--- src/rtl/m_prog_loader_pkg.sv ---
// Shared definitions for the boot-time program loader:
// FSM state encodings for the loader and its UART receiver.
package loader_defs;

    typedef enum logic [2:0] {
        ST_HDR_LO,
        ST_HDR_HI,
        ST_DATA,
        ST_WRITE,
        ST_DONE,
        ST_ERR
    } ld_state_e;

    typedef enum logic [1:0] {
        RX_IDLE,
        RX_START,
        RX_DATA,
        RX_STOP
    } rx_state_e;

    localparam int unsigned HDR_BYTES = 2;

endpackage

--- src/rtl/m_prog_loader_uart_rx.sv ---
// 8N1 UART receiver: 2-flop synchronizer, mid-bit sampling, one-cycle
// byte_valid / frame_err pulses after the stop-bit sample.
module m_uart_rx
    import loader_defs::*;
#(
    parameter int unsigned CLKS_PER_BIT = 100
) (
    input  logic       w_clk,
    input  logic       w_rst_n,
    input  logic       w_rxd,
    output logic       byte_valid,
    output logic       frame_err,
    output logic [7:0] rx_byte
);

    localparam int unsigned CNT_W = $clog2(CLKS_PER_BIT);
    localparam logic [CNT_W-1:0] BIT_LAST  = CNT_W'(CLKS_PER_BIT - 1);
    localparam logic [CNT_W-1:0] HALF_LAST = CNT_W'(CLKS_PER_BIT / 2 - 1);

    rx_state_e        state_q, state_d;
    logic [2:0]       sync_q, sync_d;
    logic [CNT_W-1:0] cnt_q, cnt_d;
    logic [2:0]       bit_q, bit_d;
    logic [7:0]       shift_q, shift_d;
    logic             valid_q, valid_d;
    logic             ferr_q, ferr_d;
    logic             rxd_s, rxd_prev;

    // sync_q[1] is the synchronized line; sync_q[2] is its previous value for edge detect
    assign rxd_s    = sync_q[1];
    assign rxd_prev = sync_q[2];

    always_comb begin
        sync_d  = {sync_q[1:0], w_rxd};
        state_d = state_q;
        cnt_d   = cnt_q + 1'b1;
        bit_d   = bit_q;
        shift_d = shift_q;
        valid_d = 1'b0;
        ferr_d  = 1'b0;
        case (state_q)
            RX_IDLE: begin
                cnt_d = '0;
                if (rxd_prev && !rxd_s) state_d = RX_START;
            end
            RX_START: begin
                if (cnt_q == HALF_LAST) begin
                    cnt_d   = '0;
                    bit_d   = '0;
                    state_d = rxd_s ? RX_IDLE : RX_DATA;
                end
            end
            RX_DATA: begin
                if (cnt_q == BIT_LAST) begin
                    cnt_d   = '0;
                    shift_d = {rxd_s, shift_q[7:1]};
                    bit_d   = bit_q + 1'b1;
                    if (bit_q == 3'd7) state_d = RX_STOP;
                end
            end
            RX_STOP: begin
                if (cnt_q == BIT_LAST) begin
                    cnt_d   = '0;
                    valid_d = rxd_s;
                    ferr_d  = !rxd_s;
                    state_d = RX_IDLE;
                end
            end
            default: state_d = RX_IDLE;
        endcase
    end

    always_ff @(posedge w_clk or negedge w_rst_n) begin
        if (!w_rst_n) begin
            state_q <= RX_IDLE;
            sync_q  <= '1;
            cnt_q   <= '0;
            bit_q   <= '0;
            shift_q <= '0;
            valid_q <= 1'b0;
            ferr_q  <= 1'b0;
        end else begin
            state_q <= state_d;
            sync_q  <= sync_d;
            cnt_q   <= cnt_d;
            bit_q   <= bit_d;
            shift_q <= shift_d;
            valid_q <= valid_d;
            ferr_q  <= ferr_d;
        end
    end

    assign byte_valid = valid_q;
    assign frame_err  = ferr_q;
    assign rx_byte    = shift_q;

endmodule

--- src/rtl/m_prog_loader.sv ---
// Boot-time program loader: receives a length-prefixed image over UART and
// writes little-endian 32-bit words to memory from address 0, then enables the core.
module m_prog_loader
    import loader_defs::*;
#(
    parameter int unsigned CLKS_PER_BIT = 100,
    parameter int unsigned ADDR_W       = 12
) (
    input  logic              w_clk,
    input  logic              w_rst_n,
    input  logic              w_rxd,
    output logic              w_we,
    output logic [ADDR_W-1:0] w_addr,
    output logic [31:0]       w_din,
    output logic              w_ce,
    output logic              w_busy,
    output logic              w_err
);

    localparam int unsigned DEPTH = 1 << ADDR_W;

    logic       rx_valid, rx_ferr;
    logic [7:0] rx_byte;

    m_uart_rx #(
        .CLKS_PER_BIT(CLKS_PER_BIT)
    ) u_rx (
        .w_clk     (w_clk),
        .w_rst_n   (w_rst_n),
        .w_rxd     (w_rxd),
        .byte_valid(rx_valid),
        .frame_err (rx_ferr),
        .rx_byte   (rx_byte)
    );

    ld_state_e         state_q, state_d;
    logic [15:0]       n_q, n_d;
    logic [ADDR_W:0]   wcnt_q, wcnt_d;
    logic [1:0]        idx_q, idx_d;
    logic [31:0]       word_q, word_d;
    logic [ADDR_W-1:0] addr_q, addr_d;
    logic [15:0]       n_new;

    assign n_new = {rx_byte, n_q[7:0]};

    always_comb begin
        state_d = state_q;
        n_d     = n_q;
        wcnt_d  = wcnt_q;
        idx_d   = idx_q;
        word_d  = word_q;
        addr_d  = addr_q;
        if (rx_ferr && state_q != ST_DONE && state_q != ST_ERR) begin
            state_d = ST_ERR;
        end else begin
            case (state_q)
                ST_HDR_LO: begin
                    if (rx_valid) begin
                        n_d[7:0] = rx_byte;
                        state_d  = ST_HDR_HI;
                    end
                end
                ST_HDR_HI: begin
                    if (rx_valid) begin
                        n_d[15:8] = rx_byte;
                        if (n_new == '0) begin
                            state_d = ST_DONE;
                        end else if (32'(n_new) > DEPTH) begin
                            state_d = ST_ERR;
                        end else begin
                            wcnt_d  = '0;
                            idx_d   = '0;
                            state_d = ST_DATA;
                        end
                    end
                end
                ST_DATA: begin
                    if (rx_valid) begin
                        word_d[{idx_q, 3'b000} +: 8] = rx_byte;
                        idx_d = idx_q + 1'b1;
                        if (idx_q == 2'd3) begin
                            addr_d  = wcnt_q[ADDR_W-1:0];
                            state_d = ST_WRITE;
                        end
                    end
                end
                ST_WRITE: begin
                    wcnt_d  = wcnt_q + 1'b1;
                    state_d = (32'(wcnt_d) == 32'(n_q)) ? ST_DONE : ST_DATA;
                end
                default: ;
            endcase
        end
    end

    always_ff @(posedge w_clk or negedge w_rst_n) begin
        if (!w_rst_n) begin
            state_q <= ST_HDR_LO;
            n_q     <= '0;
            wcnt_q  <= '0;
            idx_q   <= '0;
            word_q  <= '0;
            addr_q  <= '0;
        end else begin
            state_q <= state_d;
            n_q     <= n_d;
            wcnt_q  <= wcnt_d;
            idx_q   <= idx_d;
            word_q  <= word_d;
            addr_q  <= addr_d;
        end
    end

    // addr_q is loaded only on entry to WRITE so the last address is held between writes
    assign w_we   = (state_q == ST_WRITE);
    assign w_addr = addr_q;
    assign w_din  = word_q;
    assign w_ce   = (state_q == ST_DONE);
    assign w_err  = (state_q == ST_ERR);
    assign w_busy = (state_q == ST_HDR_HI) || (state_q == ST_DATA) || (state_q == ST_WRITE);

endmodule

--- config.mk ---
export PLATFORM = sky130hd
export DESIGN_NAME = m_prog_loader
export DESIGN_NICKNAME = d
export VERILOG_FILES = /design/src/rtl/m_prog_loader_pkg.sv /design/src/rtl/m_prog_loader_uart_rx.sv /design/src/rtl/m_prog_loader.sv
export SDC_FILE = /design/constraint.sdc
export NUM_CORES = 1
export LEC_CHECK = 0
export CAP_MARGIN = 20
export CORE_AREA = 2 2 99 101
export CTS_CLUSTER_SIZE = 24
export DETAILED_ROUTE_END_ITERATION = 10
export DIE_AREA = 0 0 101 103
export HOLD_SLACK_MARGIN = 0.05
export PLACE_DENSITY = 0.77
export SKIP_CTS_REPAIR_TIMING = 1
export SYNTH_ARGS = -nofsm -noshare
export SYNTH_HDL_FRONTEND = slang
export SYNTH_SLANG_ARGS = --single-unit
--- constraint.sdc ---
create_clock -name w_clk -period 2.63 [get_ports w_clk]
set_input_delay 0.263 -clock w_clk [delete_from_list [all_inputs] [get_ports w_clk]]
set_output_delay 0.263 -clock w_clk [all_outputs]
set_load 0.005 [all_outputs]
==> impl_metrics.py, run 1 <==
metrics = {
    "outcome": {
        "status": "finished, final reports clean",
    },
    "drt": {
        "vias": 3724,
        "drt-total-wl_um": 10550,
        "vias_per_cell": 5.634,
        "wl_per_cell_um": 15.96,
        "drc": 0,
        "drtPass1Iterations": 4,
        "drtIter0Drc": 178,
        "drtAntennaViolNets": 0,
    },
    "sta": {
        "rsz0062_at_grt": "false",
        "min_period_ns": 2.315,
        "clock.fmax_mhz": 431.9,
        "worst_pin_slew_ns": 0.5753,
        "finClkSkew_ns": 0.01218,
        "finalSetupTns_ns": 0,
        "setup_violations": 0,
        "hold_slack_ns": 0.3062,
        "maxSlewViolCount": 0,
        "period_share": 0.8803,
        "relSlewSlack": 0.6155,
        "hold_viol_final": 0,
    },
    "job": {
        "maxCapViolCount": 0,
    },
    "worst_hold_path": {
        "hp-class": "in -> reg",
    },
    "synthesis": {
        "synth_ff_type": "dfrtp_1",
        "ys_seq_elements": 103,
        "async_flop_share": 1.000,
        "synth_cells": 493,
        "syn_nets": 507,
        "yosysWarnings": 0,
        "synth_area_mm2": 0.004971,
        "synth-seq-area-share": 0.5193,
        "avgSynthCellArea_um2": 10.08,
        "synth_edf_count": 0,
        "synth.distinct_cells": 53,
    },
    "global_route": {
        "first_global_vias": 3555,
        "grt_use_total": 0.2172,
        "grt_max_degree": 80,
        "grt_pass1_wl_um": 17660,
        "grt_overflow": 0,
        "antenna_found_initial": 0,
    },
    "layout": {
        "n_antenna_cell": 0,
        "layout.nets": 556,
        "multi_input_area_mm2": 0.002218,
        "fillers": 777,
        "area_growth_pct": 17.14,
        "layout_common_cells": "dfrtp_1, nand2_1, o21ai_0",
        "final_common_cell": "dfrtp_1",
        "drive_gt1_frac": 0.1426,
        "seqCellArea_mm2": 0.002581,
    },
    "floorplanning": {
        "row_count": 36,
        "boundaryPins": 51,
        "core_area_mm2": 0.009459,
        "initial_core_util": 0.5255,
        "die_w_um": 101,
        "die_y_um": 103,
        "dieArea_mm2": 0.01040,
    },
    "placement": {
        "portBuffers": 50,
        "hpwl_um": 7606,
        "gp_congestion": 0.9162,
    },
    "clock_network": {
        "clk_path_buf_depth": 2,
        "root_buffer": "clkbuf_8",
        "insertion_delay_ns": 0.36,
        "path_clk_slew_ns": 0.10,
        "cts_buffers": 9,
        "tritoncts": "done",
        "htree_levels": 3,
        "clock-sinks": 103,
    },
    "power": {
        "total_power_w": 0.002850,
        "power.density_mw_per_mm2": 489.5,
        "p_leak_nw": 2.591,
        "vdd_drop_max_uv": 347.3,
    },
    "critical_path": {
        "crit_arrival_ns": 2.57,
        "critPathMaxFanout": 14,
        "cp-start-kind": "flip-flop",
        "end_kind": "flip-flop",
        "cp.required_ns": 2.88,
        "setup.worst_path.class": "reg -> reg",
    },
}
## layer usage
metal | global-route usage | share of wire | vias to the layer above
met5 | 0 | 0 | -
met4 | 0.08004 | 0.026 | 0
met3 | 0.02847 | 0.035 | 21
met2 | 0.3467 | 0.47 | 75
met1 | 0.3071 | 0.47 | 1829
li1 | - | - | 1799
## per-stage QoR
step	worst slack (ns)	std cells	cell area, µm²	utilization
after global placement	0.3995	644	5603	0.5923
after CTS	0.2947	660	5813	0.6146
final	0.3148	661	5823	0.6156
after floorplan	0.5870	493	4971	-
after global routing	0.1251	661	5823	0.6156
after detailed placement	0.3290	644	5603	0.5923
## Yosys cell counts (9+ instances only)
master,number,share of area
clkbuf_1,16,0.012
o21ai_0,53,0.053
ha_1,11,0.028
dfrtp_1,100,0.50
xor2_1,11,0.019
xnor2_1,10,0.018
a21oi_1,14,0.014
and3_1,9,0.011
nor2_1,37,0.028
nand2_1,95,0.072
inv_1,12,0.0091
mux2_2,36,0.082
## worst max-delay path: stages, from the launching register on
cell and delay, ns:
dfrtp_1 0.55, nand2_1 0.30, nor4b_4 0.49, nand2_1 0.45
mux2_2 0.41
## final cells by class
cell class | count | area share
Timing Repair Buffer | 65 | 0.1074
Multi-Input combinational cell | 351 | 0.3810
Clock buffer | 10 | 0.02364
Sequential cell | 103 | 0.4433
Inverter | 12 | 0.007735
Clock inverter | 6 | 0.01246
Tap cell | 114 | 0.02450
## final timing paths
path | startpoint | to | slack (ns) | cells after the start
max | state_q[1]$_DFFE_PN0P_ | w_addr[5]$_DFFE_PN0P_ | 0.31 | 4
min | w_rxd | u_rx.sync_q[0]$_DFF_PN1_ | 0.31 | 1
max reg2reg | state_q[1]$_DFFE_PN0P_ | w_addr[5]$_DFFE_PN0P_ | 0.31 | 4
min reg2reg | u_rx.sync_q[0]$_DFF_PN1_ | u_rx.sync_q[1]$_DFF_PN1_ | 0.36 | 0
max in group asynchronous | w_rst_n | u_rx.sync_q[1]$_DFF_PN1_ | 1.55 | 3
min in group asynchronous | w_rst_n | wcnt_q[5]$_DFFE_PN0P_ | 0.34 | 2
## flip-flops by register name, indices dropped and copies added (netlist names), named ones only
name and flops:
w_din 32, u_rx.bit_q 3, u_rx.sync_q 3, u_rx.cnt_q 7, u_rx.frame_err 1, u_rx.byte_valid 1
w_addr 12, idx_q 2, u_rx.rx_byte 8, n_q 16, state_q 3, u_rx.state_q 1
wcnt_q 13
## power by group
| part | internal, W | switching [W] |
|---|---|---|
| clock | 0.000482 | 0.000561 |
| sequential | 0.00161 | 0.0000443 |
| combinational | 0.0000640 | 0.0000852 |
## cells by family after synthesis
| group | count (synthesis) | synth area share |
|---|---|---|
| compound gates | 96 | 0.1165 |
| xor+xnor | 21 | 0.03700 |
| fa+ha+maj | 11 | 0.02769 |
| buf+inv | 39 | 0.03448 |
| flops | 103 | 0.5193 |
| mux | 38 | 0.08658 |
| simple gates | 185 | 0.1785 |
Power figures use the tool's default switching activity.
==> run 2, diff against run 1 <==
SYNTH_HIERARCHICAL = 1   (was default)
clock period = 2.15 ns   (was 2.63 ns; I/O delays follow)
==> impl_metrics.py, run 2 <==
metrics = {
    "global_route": {
        "grt_max_degree": 51,
        "first_global_vias": 3711,
        "grt_pass1_wl_um": 18220,
        "grt_overflow": 0,
        "antenna_found_initial": 0,
        "grt_use_total": 0.2232,
    },
    "synthesis": {
        "ys_seq_elements": 103,
        "syn_nets": 501,
        "yosysTopAreaCell": "dfrtp_1",
        "synth_area_mm2": 0.005021,
        "async_flop_share": 1.000,
        "yosysMostFrequentCell": "dfrtp_1",
        "ys_top_cells_by_area": "dfrtp_1, mux2_2, nand2_1",
        "synth_ff_type": "dfrtp_1",
        "synth_edf_count": 0,
        "netlist.area_leader.share": 0.4984,
        "ys_top_cells_by_count": "dfrtp_1, nand2_1, o21ai_0, mux2_2, nor2_1",
        "avgSynthCellArea_um2": 10.33,
        "yosysWarnings": 6,
        "synth.distinct_cells": 57,
        "synth_cells": 486,
        "synth-seq-area-share": 0.5141,
    },
    "drt": {
        "drtAntennaViolNets": 0,
        "wl_per_cell_um": 16.58,
        "vias_per_cell": 5.826,
        "drt-total-wl_um": 11050,
        "drtPass1Iterations": 5,
        "drtIter0Drc": 184,
        "drc": 0,
        "vias": 3880,
    },
    "sta": {
        "rsz0062_at_grt": "false",
        "hold_viol_final": 0,
        "clock.fmax_mhz": 499.5,
        "min_period_ns": 2.002,
        "period_share": 0.9313,
        "finalSetupTns_ns": 0,
        "setup_violations": 0,
        "maxSlewViolCount": 0,
        "relSlewSlack": 0.5586,
        "worst_pin_slew_ns": 0.6621,
        "finClkSkew_ns": 0.01528,
    },
    "critical_path": {
        "end_kind": "output pin",
        "path_buf_inv": 1,
        "critPathMaxFanout": 8,
        "crit_slowest_cell": "dfrtp_1",
        "cp_cell_sequence": "nor2b_1 > and2_1 > clkdlybuf4s50_1",
        "crit_arrival_ns": 1.79,
        "crit_family": "flip-flops",
        "cp.required_ns": 1.93,
        "setup.worst_path.class": "reg -> out",
        "cp_slowest_stage_delay_ns": 0.50,
        "cp-start-kind": "flip-flop",
    },
    "layout": {
        "multi_input_area_mm2": 0.002333,
        "design_area_mm2": 0.006003,
        "final_common_cell": "dfrtp_1",
        "n_antenna_cell": 0,
        "largest_register_ffs": 32,
        "layout.nets": 562,
        "final_util": 0.6347,
        "seqCellArea_mm2": 0.002582,
        "fillers": 758,
        "drive_gt1_frac": 0.1812,
        "layout_common_cells": "dfrtp_1, nand2_1, o21ai_0, clkdlybuf4s50_1, mux2_2",
        "fin_cells": 666,
        "area_growth_pct": 19.56,
    },
    "floorplanning": {
        "die_y_um": 103,
        "dieArea_mm2": 0.01040,
        "initial_core_util": 0.5308,
        "boundaryPins": 51,
        "row_count": 36,
        "die_w_um": 101,
        "core_area_mm2": 0.009459,
    },
    "clock_network": {
        "cts_buffers": 9,
        "htree_levels": 3,
        "insertion_delay_ns": 0.38,
        "tritoncts": "done",
        "clock-sinks": 103,
        "clk_path_buf_depth": 2,
        "path_clk_slew_ns": 0.10,
        "root_buffer": "clkbuf_8",
    },
    "placement": {
        "portBuffers": 50,
        "hpwl_um": 7657,
        "place_inst": 649,
        "gp_congestion": 0.8508,
        "dpl_cell_area_mm2": 0.005734,
    },
    "power": {
        "total_power_w": 0.003891,
        "vdd_drop_max_uv": 597.5,
        "power.density_mw_per_mm2": 648.1,
        "p_leak_nw": 2.664,
    },
    "worst_hold_path": {
        "hp-class": "in -> reg",
    },
    "job": {
        "maxCapViolCount": 0,
    },
    "outcome": {
        "status": "finished, final reports clean",
    },
}
[run 2: final timing paths]
kind	startpoint	end	slack, ns	cells after the start
max in group asynchronous	w_rst_n	w_din[14]$_DFFE_PN0P_	1.17	3
hold / removal	w_rxd	u_rx/sync_q[0]$_DFF_PN1_	0.25	1
setup reg to reg	n_q[6]$_DFFE_PN0P_	wcnt_q[2]$_DFFE_PN0P_	0.16	7
hold reg to reg	u_rx/sync_q[0]$_DFF_PN1_	u_rx/sync_q[1]$_DFF_PN1_	0.36	0
setup / recovery	state_q[0]$_DFFE_PN0P_	w_err	0.15	3
min in group asynchronous	w_rst_n	state_q[2]$_DFFE_PN0P_	0.41	2
[run 2: metal layers]
layer | part of all wire | wire, µm | track usage | up-vias
li1 | - | - | - | 1834
met5 | 0 | 0 | 0 | -
met3 | 0.044 | 484 | 0.04475 | 22
met1 | 0.45 | 4937 | 0.2973 | 1920
met4 | 0.018 | 204 | 0.07484 | 0
met2 | 0.49 | 5418 | 0.3692 | 104
[run 2: power breakdown]
| group | internal (W) | switching, W |
|---|---|---|
| sequential | 0.00202 | 0.000143 |
| combinational | 0.000188 | 0.000174 |
| clock | 0.000694 | 0.000677 |
[run 2: per-stage QoR]
stage	setup slack, ns	hold WS, ns
detailed placement	0.1359	0.2854
global route	0.02746	0.2502
finish	0.1478	0.2471
floorplan	0.3972	-0.08059
CTS	0.1052	-0.1163
global placement	0.1929	0.2821
[run 2: cell type report]
class	instances	share of cell area
clock buffer	10	0.02293
clock inverter	6	0.01501
inverter	5	0.003126
multi-input combinational	355	0.3887
sequential	103	0.4302
tap	114	0.02376
timing repair buffer	73	0.1163
[run 2: logic make-up (layout without fill, tap and decap cells)]
| group | after synthesis | in the layout | synth area share |
|---|---|---|---|
| buffers and inverters | 28 | 94 | 0.02716 |
| XOR/XNOR | 21 | 21 | 0.03663 |
| AO/OA/AOI/OAI | 92 | 92 | 0.1109 |
| flip-flops | 103 | 103 | 0.5141 |
| multiplexers | 37 | 37 | 0.08273 |
| adder cells (fa/ha/maj) | 12 | 12 | 0.02990 |
| AND/OR/NAND/NOR | 193 | 193 | 0.1986 |
